==> src/rtl/axi_arb_pkg.sv <==
// Shared definitions for the two-master AXI4 read arbiter.
//   state_t     : one-hot FSM encoding (IDLE / AR / R)
//   M_IFU/M_LSU : grant values for the ICache refill and LSU load masters
//   BURST_*     : AXI burst-type encodings, for stimulus and checkers
`timescale 1ns/1ps
package axi_arb_pkg;

    typedef enum logic [2:0] {
        ST_IDLE = 3'b001,
        ST_AR   = 3'b010,
        ST_R    = 3'b100
    } state_t;

    localparam logic M_IFU = 1'b0;
    localparam logic M_LSU = 1'b1;

    localparam logic [1:0] BURST_FIXED = 2'b00;
    localparam logic [1:0] BURST_INCR  = 2'b01;
    localparam logic [1:0] BURST_WRAP  = 2'b10;

endpackage

==> src/rtl/axi_rd_arbiter_if.sv <==
// AXI4 read-only bus (AR + R channels).
//   master modport : request issuer (drives AR and rready, receives R)
//   slave  modport : request target (drives arready and R)
// The arbiter uses the slave modport toward each master port and the
// master modport toward the shared memory read port.
`timescale 1ns/1ps
interface axi_rd_arbiter_if #(
    parameter int ADDR_W = 32,
    parameter int DATA_W = 32,
    parameter int ID_W   = 4
);
    logic              arvalid;
    logic              arready;
    logic [ADDR_W-1:0] araddr;
    logic [ID_W-1:0]   arid;
    logic [7:0]        arlen;
    logic [2:0]        arsize;
    logic [1:0]        arburst;

    logic              rvalid;
    logic              rready;
    logic [DATA_W-1:0] rdata;
    logic [1:0]        rresp;
    logic              rlast;
    logic [ID_W-1:0]   rid;

    modport master (
        output arvalid, araddr, arid, arlen, arsize, arburst, rready,
        input  arready, rvalid, rdata, rresp, rlast, rid
    );

    modport slave (
        input  arvalid, araddr, arid, arlen, arsize, arburst, rready,
        output arready, rvalid, rdata, rresp, rlast, rid
    );
endinterface

==> src/rtl/axi_rd_arbiter_rr_arb2.sv <==
// Two-way round-robin pick (purely combinational).
//   req[1:0]   : arvalid of LSU (bit 1) and ICache (bit 0)
//   last_grant : master that owned the previous completed burst
//   any_req    : at least one requester present
//   pick       : winning master (M_IFU / M_LSU)
// A lone requester always wins; on contention the master that did not
// hold the previous grant wins.
`timescale 1ns/1ps
module rr_arb2
    import axi_arb_pkg::*;
(
    input  logic [1:0] req,
    input  logic       last_grant,
    output logic       any_req,
    output logic       pick
);
    always_comb begin
        any_req = |req;
        pick    = M_IFU;
        case (req)
            2'b01:   pick = M_IFU;
            2'b10:   pick = M_LSU;
            2'b11:   pick = ~last_grant;
            default: pick = M_IFU;
        endcase
    end
endmodule

==> src/rtl/axi_rd_arbiter.sv <==
// Two-master, one-slave AXI4 read arbiter. ICache refill is master 0,
// LSU load path is master 1. One transaction in flight; the whole burst
// drains before the next arbitration.
//   clock, reset : system clock, asynchronous active-high reset
//   m0, m1       : master-facing read ports (slave modport)
//   s            : memory-facing read port (master modport)
//   err_len      : sticky, a burst's rlast did not land on beat arlen+1
//   busy         : arbiter is not idle
`timescale 1ns/1ps
module axi_rd_arbiter
    import axi_arb_pkg::*;
#(
    parameter int ADDR_W  = 32,
    parameter int DATA_W  = 32,
    parameter int ID_W    = 4,
    parameter bit PRIO_M1 = 1'b1
) (
    input  logic              clock,
    input  logic              reset,
    axi_rd_arbiter_if.slave   m0,
    axi_rd_arbiter_if.slave   m1,
    axi_rd_arbiter_if.master  s,
    output logic              err_len,
    output logic              busy
);
    state_t     state;
    logic       grant;
    logic       last_grant;
    logic [7:0] beat_cnt;
    logic [7:0] len_r;

    logic       pick_any;
    logic       pick;

    logic       in_ar;
    logic       in_r;
    logic       r_beat;
    logic       r_to_m0;
    logic       r_to_m1;

    // AR fields and rready of the granted master
    logic              sel_arvalid;
    logic [ADDR_W-1:0] sel_araddr;
    logic [ID_W-1:0]   sel_arid;
    logic [7:0]        sel_arlen;
    logic [2:0]        sel_arsize;
    logic [1:0]        sel_arburst;
    logic              sel_rready;

    logic [DATA_W-1:0] r_data;
    logic [ID_W-1:0]   r_id;

    rr_arb2 u_rr (
        .req        ({m1.arvalid, m0.arvalid}),
        .last_grant (last_grant),
        .any_req    (pick_any),
        .pick       (pick)
    );

    always_comb begin
        if (grant == M_LSU) begin
            sel_arvalid = m1.arvalid;
            sel_araddr  = m1.araddr;
            sel_arid    = m1.arid;
            sel_arlen   = m1.arlen;
            sel_arsize  = m1.arsize;
            sel_arburst = m1.arburst;
            sel_rready  = m1.rready;
        end else begin
            sel_arvalid = m0.arvalid;
            sel_araddr  = m0.araddr;
            sel_arid    = m0.arid;
            sel_arlen   = m0.arlen;
            sel_arsize  = m0.arsize;
            sel_arburst = m0.arburst;
            sel_rready  = m0.rready;
        end
    end

    assign in_ar   = (state == ST_AR);
    assign in_r    = (state == ST_R);
    assign busy    = (state != ST_IDLE);
    assign r_beat  = in_r & s.rvalid & s.rready;
    assign r_to_m0 = in_r & (grant == M_IFU);
    assign r_to_m1 = in_r & (grant == M_LSU);
    assign r_data  = s.rdata;
    assign r_id    = s.rid;

    // AR forward is gated by state only, so s.arvalid never depends on
    // anything on the R channel.
    assign s.arvalid = in_ar & sel_arvalid;
    assign s.araddr  = in_ar ? sel_araddr  : '0;
    assign s.arid    = in_ar ? sel_arid    : '0;
    assign s.arlen   = in_ar ? sel_arlen   : '0;
    assign s.arsize  = in_ar ? sel_arsize  : '0;
    assign s.arburst = in_ar ? sel_arburst : '0;

    assign m0.arready = in_ar & (grant == M_IFU) & s.arready;
    assign m1.arready = in_ar & (grant == M_LSU) & s.arready;

    assign s.rready = in_r & sel_rready;

    // The non-granted master sees an all-zero R channel.
    assign m0.rvalid = r_to_m0 & s.rvalid;
    assign m0.rdata  = r_to_m0 ? r_data  : '0;
    assign m0.rresp  = r_to_m0 ? s.rresp : '0;
    assign m0.rlast  = r_to_m0 & s.rlast;
    assign m0.rid    = r_to_m0 ? r_id    : '0;

    assign m1.rvalid = r_to_m1 & s.rvalid;
    assign m1.rdata  = r_to_m1 ? r_data  : '0;
    assign m1.rresp  = r_to_m1 ? s.rresp : '0;
    assign m1.rlast  = r_to_m1 & s.rlast;
    assign m1.rid    = r_to_m1 ? r_id    : '0;

    always_ff @(posedge clock or posedge reset) begin
        if (reset) begin
            state      <= ST_IDLE;
            grant      <= M_IFU;
            last_grant <= ~PRIO_M1;
            beat_cnt   <= '0;
            len_r      <= '0;
            err_len    <= 1'b0;
        end else begin
            case (state)
                ST_IDLE: begin
                    if (pick_any) begin
                        grant <= pick;
                        state <= ST_AR;
                    end
                end
                // A granted master that drops arvalid keeps the grant;
                // we simply wait here.
                ST_AR: begin
                    if (s.arvalid && s.arready) begin
                        len_r    <= sel_arlen;
                        beat_cnt <= '0;
                        state    <= ST_R;
                    end
                end
                // beat_cnt counts beats already accepted, so the rlast beat
                // is correct exactly when beat_cnt == arlen.
                ST_R: begin
                    if (r_beat) begin
                        beat_cnt <= beat_cnt + 8'd1;
                        if (s.rlast) begin
                            if (beat_cnt != len_r) err_len <= 1'b1;
                            last_grant <= grant;
                            state      <= ST_IDLE;
                        end else if (beat_cnt == len_r) begin
                            // Burst overran its length; keep draining to rlast.
                            err_len <= 1'b1;
                        end
                    end
                end
                default: state <= ST_IDLE;
            endcase
        end
    end
endmodule

==> src/flat_wrapper.sv <==
// flat-port wrapper written by rule: the top's interface ports become plain ports
module axi_rd_arbiter_flat import axi_arb_pkg::*;
#(
    parameter int ADDR_W  = 32,
    parameter int DATA_W  = 32,
    parameter int ID_W    = 4,
    parameter bit PRIO_M1 = 1'b1
)
  (clock, reset, err_len, busy, m0_arvalid, m0_araddr, m0_arid, m0_arlen, m0_arsize, m0_arburst, m0_rready, m0_arready, m0_rvalid, m0_rdata, m0_rresp, m0_rlast, m0_rid, m1_arvalid, m1_araddr, m1_arid, m1_arlen, m1_arsize, m1_arburst, m1_rready, m1_arready, m1_rvalid, m1_rdata, m1_rresp, m1_rlast, m1_rid, s_arvalid, s_araddr, s_arid, s_arlen, s_arsize, s_arburst, s_rready, s_arready, s_rvalid, s_rdata, s_rresp, s_rlast, s_rid);
  axi_rd_arbiter_if #(.ADDR_W(ADDR_W), .DATA_W(DATA_W), .ID_W(ID_W)) m0_i ();
  axi_rd_arbiter_if #(.ADDR_W(ADDR_W), .DATA_W(DATA_W), .ID_W(ID_W)) m1_i ();
  axi_rd_arbiter_if #(.ADDR_W(ADDR_W), .DATA_W(DATA_W), .ID_W(ID_W)) s_i ();
  input  logic clock;
  input  logic reset;
  output logic err_len;
  output logic busy;
  input wire logic [$bits(m0_i.arvalid)-1:0] m0_arvalid;
  input wire logic [$bits(m0_i.araddr)-1:0] m0_araddr;
  input wire logic [$bits(m0_i.arid)-1:0] m0_arid;
  input wire logic [$bits(m0_i.arlen)-1:0] m0_arlen;
  input wire logic [$bits(m0_i.arsize)-1:0] m0_arsize;
  input wire logic [$bits(m0_i.arburst)-1:0] m0_arburst;
  input wire logic [$bits(m0_i.rready)-1:0] m0_rready;
  output wire logic [$bits(m0_i.arready)-1:0] m0_arready;
  output wire logic [$bits(m0_i.rvalid)-1:0] m0_rvalid;
  output wire logic [$bits(m0_i.rdata)-1:0] m0_rdata;
  output wire logic [$bits(m0_i.rresp)-1:0] m0_rresp;
  output wire logic [$bits(m0_i.rlast)-1:0] m0_rlast;
  output wire logic [$bits(m0_i.rid)-1:0] m0_rid;
  input wire logic [$bits(m1_i.arvalid)-1:0] m1_arvalid;
  input wire logic [$bits(m1_i.araddr)-1:0] m1_araddr;
  input wire logic [$bits(m1_i.arid)-1:0] m1_arid;
  input wire logic [$bits(m1_i.arlen)-1:0] m1_arlen;
  input wire logic [$bits(m1_i.arsize)-1:0] m1_arsize;
  input wire logic [$bits(m1_i.arburst)-1:0] m1_arburst;
  input wire logic [$bits(m1_i.rready)-1:0] m1_rready;
  output wire logic [$bits(m1_i.arready)-1:0] m1_arready;
  output wire logic [$bits(m1_i.rvalid)-1:0] m1_rvalid;
  output wire logic [$bits(m1_i.rdata)-1:0] m1_rdata;
  output wire logic [$bits(m1_i.rresp)-1:0] m1_rresp;
  output wire logic [$bits(m1_i.rlast)-1:0] m1_rlast;
  output wire logic [$bits(m1_i.rid)-1:0] m1_rid;
  output wire logic [$bits(s_i.arvalid)-1:0] s_arvalid;
  output wire logic [$bits(s_i.araddr)-1:0] s_araddr;
  output wire logic [$bits(s_i.arid)-1:0] s_arid;
  output wire logic [$bits(s_i.arlen)-1:0] s_arlen;
  output wire logic [$bits(s_i.arsize)-1:0] s_arsize;
  output wire logic [$bits(s_i.arburst)-1:0] s_arburst;
  output wire logic [$bits(s_i.rready)-1:0] s_rready;
  input wire logic [$bits(s_i.arready)-1:0] s_arready;
  input wire logic [$bits(s_i.rvalid)-1:0] s_rvalid;
  input wire logic [$bits(s_i.rdata)-1:0] s_rdata;
  input wire logic [$bits(s_i.rresp)-1:0] s_rresp;
  input wire logic [$bits(s_i.rlast)-1:0] s_rlast;
  input wire logic [$bits(s_i.rid)-1:0] s_rid;
  assign m0_i.arvalid = m0_arvalid;
  assign m0_i.araddr = m0_araddr;
  assign m0_i.arid = m0_arid;
  assign m0_i.arlen = m0_arlen;
  assign m0_i.arsize = m0_arsize;
  assign m0_i.arburst = m0_arburst;
  assign m0_i.rready = m0_rready;
  assign m0_arready = m0_i.arready;
  assign m0_rvalid = m0_i.rvalid;
  assign m0_rdata = m0_i.rdata;
  assign m0_rresp = m0_i.rresp;
  assign m0_rlast = m0_i.rlast;
  assign m0_rid = m0_i.rid;
  assign m1_i.arvalid = m1_arvalid;
  assign m1_i.araddr = m1_araddr;
  assign m1_i.arid = m1_arid;
  assign m1_i.arlen = m1_arlen;
  assign m1_i.arsize = m1_arsize;
  assign m1_i.arburst = m1_arburst;
  assign m1_i.rready = m1_rready;
  assign m1_arready = m1_i.arready;
  assign m1_rvalid = m1_i.rvalid;
  assign m1_rdata = m1_i.rdata;
  assign m1_rresp = m1_i.rresp;
  assign m1_rlast = m1_i.rlast;
  assign m1_rid = m1_i.rid;
  assign s_arvalid = s_i.arvalid;
  assign s_araddr = s_i.araddr;
  assign s_arid = s_i.arid;
  assign s_arlen = s_i.arlen;
  assign s_arsize = s_i.arsize;
  assign s_arburst = s_i.arburst;
  assign s_rready = s_i.rready;
  assign s_i.arready = s_arready;
  assign s_i.rvalid = s_rvalid;
  assign s_i.rdata = s_rdata;
  assign s_i.rresp = s_rresp;
  assign s_i.rlast = s_rlast;
  assign s_i.rid = s_rid;
  axi_rd_arbiter #(.ADDR_W(ADDR_W), .DATA_W(DATA_W), .ID_W(ID_W), .PRIO_M1(PRIO_M1)) u_core (.clock(clock), .reset(reset), .m0(m0_i), .m1(m1_i), .s(s_i), .err_len(err_len), .busy(busy));
endmodule
==> config.mk <==
export PLATFORM = sky130hd
export DESIGN_NAME = axi_rd_arbiter_flat
export DESIGN_NICKNAME = d
export VERILOG_FILES = /design/src/rtl/axi_arb_pkg.sv /design/src/rtl/axi_rd_arbiter_if.sv /design/src/rtl/axi_rd_arbiter_rr_arb2.sv /design/src/rtl/axi_rd_arbiter.sv /design/src/flat_wrapper.sv
export SDC_FILE = /design/constraint.sdc
export NUM_CORES = 1
export LEC_CHECK = 0
export ABC_AREA = 1
export CAP_MARGIN = 0
export CELL_PAD_IN_SITES_DETAIL_PLACEMENT = 1
export CELL_PAD_IN_SITES_GLOBAL_PLACEMENT = 2
export CORE_MARGIN = 8
export CORE_UTILIZATION = 29
export CTS_BUF_LIST = sky130_fd_sc_hd__clkbuf_4 sky130_fd_sc_hd__clkbuf_8
export CTS_CLUSTER_SIZE = 25
export DETAILED_ROUTE_END_ITERATION = 8
export DONT_BUFFER_PORTS = 1
export PLACE_DENSITY = 0.95
export SYNTH_ARGS = -nofsm -noshare
export SYNTH_HDL_FRONTEND = slang
export SYNTH_SLANG_ARGS = --single-unit
==> constraint.sdc <==
create_clock -name clock -period 2.7 [get_ports clock]
set_input_delay 0.135 -clock clock [delete_from_list [all_inputs] [get_ports clock]]
set_output_delay 0.135 -clock clock [all_outputs]
set_load 0.05 [all_outputs]
# Yosys cells after proc, flatten, opt, wreduce, memory -nomap -nowiden
# Cells that the tools add are included.
[classes]
n_addsub = 1
eq_ne = 13
mux = 30
n_bitwise = 16
reduce_logical = 10
[op_table]
columns = ["cell", "n"]
rows = [
  ["$mux W32", 4],
  ["$mux W8", 4],
  ["$mux W3", 6],
  ["$mux W4", 4],
  ["$pmux W8 S2", 1],
  ["$and A1 B1 Y1", 14],
  ["$pmux W3 S3", 1],
  ["$add A8 B1 Y8 const B", 1],
  ["$eq A8 B8 Y1", 1],
  ["$mux W2", 4],
  ["$ne A8 B8 Y1", 1],
  ["$reduce_and A4 Y1", 2],
  ["$ne A2 B2 Y1 const B", 3],
  ["$reduce_and A3 Y1", 2],
  ["$mux W1", 5],
  ["$eq A2 B2 Y1 const B", 2],
  ["$ne A2 B1 Y1 const B", 2],
  ["$reduce_and A2 Y1", 2],
  ["$reduce_bool A2 Y1", 2],
  ["$eq A3 B1 Y1 const B", 1],
  ["$eq A3 B2 Y1 const B", 1],
  ["$eq A3 B3 Y1 const B", 1],
  ["$ne A3 B1 Y1 const B", 1],
  ["$not A1 Y1", 2],
  ["3 further kinds", 3],
]
[word_totals]
reg_bits = 22
inputBits = 145
out_inout_bits = 135
word_cells = 76

# Depth between registers and ports, before layout
[depth]
depth_word = 5
ltp_mapped = 10
depth_no_buf = 9

# Hierarchy
# Synthesis repeated with hierarchy kept, for this count alone.
[hier_totals]
cells_unflattened = 453
hier_area_um2 = 2434.8
[modules_own_cells]
columns = ["module", "instances", "cells_per_inst", "area_each_um2", "seq_area_each_um2"]
rows = [
  ["axi_rd_arbiter", 1, 450, 2419.8, 551.8],
  ["rr_arb2", 1, 3, 15.0, 0.0],
]

# Worst setup path before layout
# No wires, ideal clock.
[synth_path]
kind = "reg2out"
from = "register u_core.state[2]"
to = "output m0_arready"
arrival_ns = 2.057
t_required_ns = 2.565
setup_slack_ns = 0.508
stages_incl_launch_ff = 5
path_buffers = 1
path_cell_list = "dfrtp_1 > nor3_4 > inv_2 > clkbuf_1 > nor3_1"
[synth_via]
elab_chain_cells = 3
[synth_lines]
columns = ["element", "line", "source"]
rows = [
  ["start: declaration", "axi_rd_arbiter.sv:26", "state_t state;"],
  ["start signal: assignment", "axi_rd_arbiter.sv:118", "state <= ST_IDLE;"],
  ["start signal: assignment", "axi_rd_arbiter.sv:129", "state <= ST_AR;"],
  ["start signal: assignment", "axi_rd_arbiter.sv:138", "state <= ST_R;"],
  ["$eq A3 B2 Y1", "axi_rd_arbiter.sv:80", "assign in_ar = (state == ST_AR);"],
  ["$and A1 B1 Y1 (2 in a row)", "axi_rd_arbiter.sv:98", "assign m0.arready = in_ar & (grant == M_IFU) & s.arready;"],
  ["end: declaration", "flat_wrapper.sv:24", "output wire logic [$bits(m0_i.arready)-1:0] m0_arready;"],
]
# Every way passes these cells.

# Final worst setup path
[layout_path]
from = "register u_core.state[0]"
to = "output m1_rdata[25]"
[layout_via]
elab_chain_cells = 3
[layout_lines]
columns = ["element", "line", "source"]
rows = [
  ["$eq A3 B3 Y1", "axi_rd_arbiter.sv:81", "assign in_r = (state == ST_R);"],
  ["$and A1 B1 Y1", "axi_rd_arbiter.sv:85", "assign r_to_m1 = in_r & (grant == M_LSU);"],
  ["$mux W32", "axi_rd_arbiter.sv:111", "assign m1.rdata = r_to_m1 ? r_data : '0;"],
  ["end: declaration", "flat_wrapper.sv:39", "output wire logic [$bits(m1_i.rdata)-1:0] m1_rdata;"],
]
# Every way passes these cells.

==> results.toml <==
[power_and_ir_drop]
power.internal_mw = 1.238
p_sw_share_pct = 61.68
power_switching_mw = 1.993
p_leak_nw = 2.062
power-per-cell-area_nw_per_um2 = 906.3
clkPwrFrac_pct = 9.9
p_seq_share_pct = 17.0
vdd.ir_drop.worst_v = 0.0006451
comb_power_share_pct = 73.1

[cts]
cts_buffers = 3
root_buffer = "clkbuf_8"
cts_tree = "yes"
clockBufferDepth = 2
numClockSinks = 22
clk_pin_slew_worst_paths_ns = 0.09
clock_latency_ns = 0.27
htreeDepth = 1
cts_resized = 0

[setup_path]
worstPathArrival_ns = 2.02
cp-startpoint = "u_core.state[0]"
cp-end-kind = "output pin"
max_stage_delay_ns = 0.57
reg2reg_slack_ns = 0.75
crit_family = "buffers and inverters"
r2r_cells = 5
critical_path_class = "flip-flop to output pin"
cp.depth = 7
cp_cell_sequence = "inv_1, nand3_1, inv_1, nand2_1, buf_4, nor2_1, buf_4"
critPathMaxFanout = 40
r2r-start = "u_core.state[0]"
crit_required_ns = 2.57
cp-endpoint = "m1_rdata[25]"
critPathLaunchType = "flip-flop"
crit_path_top_delay_cell = "dfstp_2"
crit_buf_inv = 4
reg2reg_to = "u_core.beat_cnt[7]"

[routing]
viasPerCell = 5.050
wire_per_inst_um = 19.56
wl_um = 12990
drt_first_pass_iters = 4
detail-route-antenna-nets = 0
met2_length_um = 6925
wl_met1_um = 4688
drc = 0
drtIter0Drc = 158
via_count = 3353
route.met3.wl_um = 1132
maxUsedRoutingLayer = "met4"

[global_routing]
antenna_found_initial = 1
grt_pass1_vias = 3606
grt_max_degree = 54
grt_pass1_wl_um = 19050
grt.overflow.total = 0
grt_usage_pct = 20.23

[sta]
setup_viol = 0
hold_violations = 0
fin_worst_skew_ns = 0.007231
max_slew_margin_pct = 42.13
max_freq_mhz = 463.3
fin_crit_sh_pct = 79.95
max_slew.worst_pin.slew_ns = 0.8670
tns_ns = 0
setup_ws_ns = 0.5415
rsz0062_at_grt = "no"
period_needed_ns = 2.159
drv_slew = 0

[floorplan]
die_x_um = 107.9
dieArea_sq_um = 11640
core_sq_um = 8217
start_util_pct = 29.80
rows = 33
pin_count = 280
die_h_um = 107.9

[synth]
synth_cells = 444
syn-num-nets = 590
ys_ff_latch = 22
syn_avg_cell_area_sq_um = 5.515
yosysWarningCount = 0
synth.yosys.seq_area_share_pct = 22.53
syn-cell-area_sq_um = 2449
synth.distinct_cells = 27

[cells_and_area]
layout.nets = 705
mostFrequentLayoutCell = "buf_4"
drive_gt1_share_pct = 29.03
syn_to_final_growth_pct = 45.58
final_cell_mix = "buf_4, nand2_1, nor2_1"
postLayoutCoreUtil_pct = 43.38

[run]
maxCapViolations = 0

[placed_design]
io_buffers = 0
post-place-ws_ns = 0.7600
gp_congestion = 0.8573
dp_hpwl_um = 10970

[hold_path]
hp-class = "input pin to flip-flop"

[run_status]
status = "finished clean"
-- power groups by stage --
stage	logic [mW]	clock network, mW	registers [mW]
floorplan	1.83	0	0.495
global placement	2.28	0	0.549
detailed placement	2.36	0	0.556
CTS	2.39	0.318	0.551
global route	2.53	0.333	0.568
finish	2.36	0.319	0.550
-- cell type report --
cell class,instances,area [sq um]
inverters,61,231.5
clock buffers,3,41.29
repair buffers,136,1023
multi-input cells,335,1551
well taps,105,131.4
fillers,1137,4652
clock inverters,1,30.03
flip-flops and latches,22,553.0
diodes,1,2.502
-- state kept, by name, indices dropped and copies added (netlist names) --
register and cells:
u_core.len_r 8, u_core.err_len 1, u_core.state 3, u_core.grant 1
u_core.last_grant 1, u_core.beat_cnt 8
-- kinds of logic after synthesis --
family,count (synthesis),share of synthesized area [%]
AND/OR/NAND/NOR,254,42.21
buffers and inverters,87,14.31
flip-flops,22,22.53
AO/OA/AOI/OAI,65,14.67
adder cells (fa/ha/maj),1,0.5109
XOR/XNOR,7,2.504
multiplexers,8,3.270
-- Yosys cell counts, drive strengths merged --
master  number  area [sq um]
nand2      139         539.3
nor2        93         349.1
inv         61         231.5
a21oi       44         220.2
dfrtp       21         525.5
o21ai       21         138.9
clkbuf      14         52.55
buf         12         66.31
nand3       11         67.57
mux2i        8         80.08
xnor2        5         43.79
nor3         4         31.28
nand3b       2         15.01
nand4        2         12.51
or2          2         12.51
xor2         2         17.52
and2         1         6.260
dfstp        1         26.28
ha           1         12.51
-- worst reg2reg max path: stages (launching register included) --
cell	delay (ns)
dfstp_2	0.57
nor3_4	0.07
inv_2	0.61
o21ai_2	0.18
nand2_4	0.25
o21ai_0	0.15
-- through the flow --
stage               power, mW  hold slack, ns  std cells  cell area (sq um)
global placement        2.826          0.2243        658               3481
floorplan               2.327          0.1235        444               2449
detailed placement      2.920          0.2520        658               3481
CTS                     3.258         0.03471        663               3562
finish                  3.231         0.02894        664               3565
global route            3.430         0.03525        664               3565
-- worst min path at each step --
stage                from            endpoint  slack [ns]  cells after the start
2_1_floorplan       reset  u_core.beat_cnt[0]        0.12                      1
3_3_place_gp        reset     u_core.len_r[5]        0.22                      1
3_5_place_dp        reset     u_core.len_r[1]        0.25                      1
4_1_cts        m1_arvalid     u_core.state[0]        0.03                      3
5_1_grt        m1_arvalid     u_core.state[0]        0.04                      3
6_report       m1_arvalid     u_core.state[0]        0.03                      3
-- timing repair --
item	in CTS	in global routing
hold buffers	1	0
setup buffers	0	0
endpoints found under the hold margin	21	0
-- per-layer routing --
metal,vias up,global-route usage (%)
met3,17,5.150
met4,0,5.352
met1,1576,21.57
met2,184,38.20
met5,-,0
li1,1576,-
Note: power is estimated with default switching activity, not from simulation.
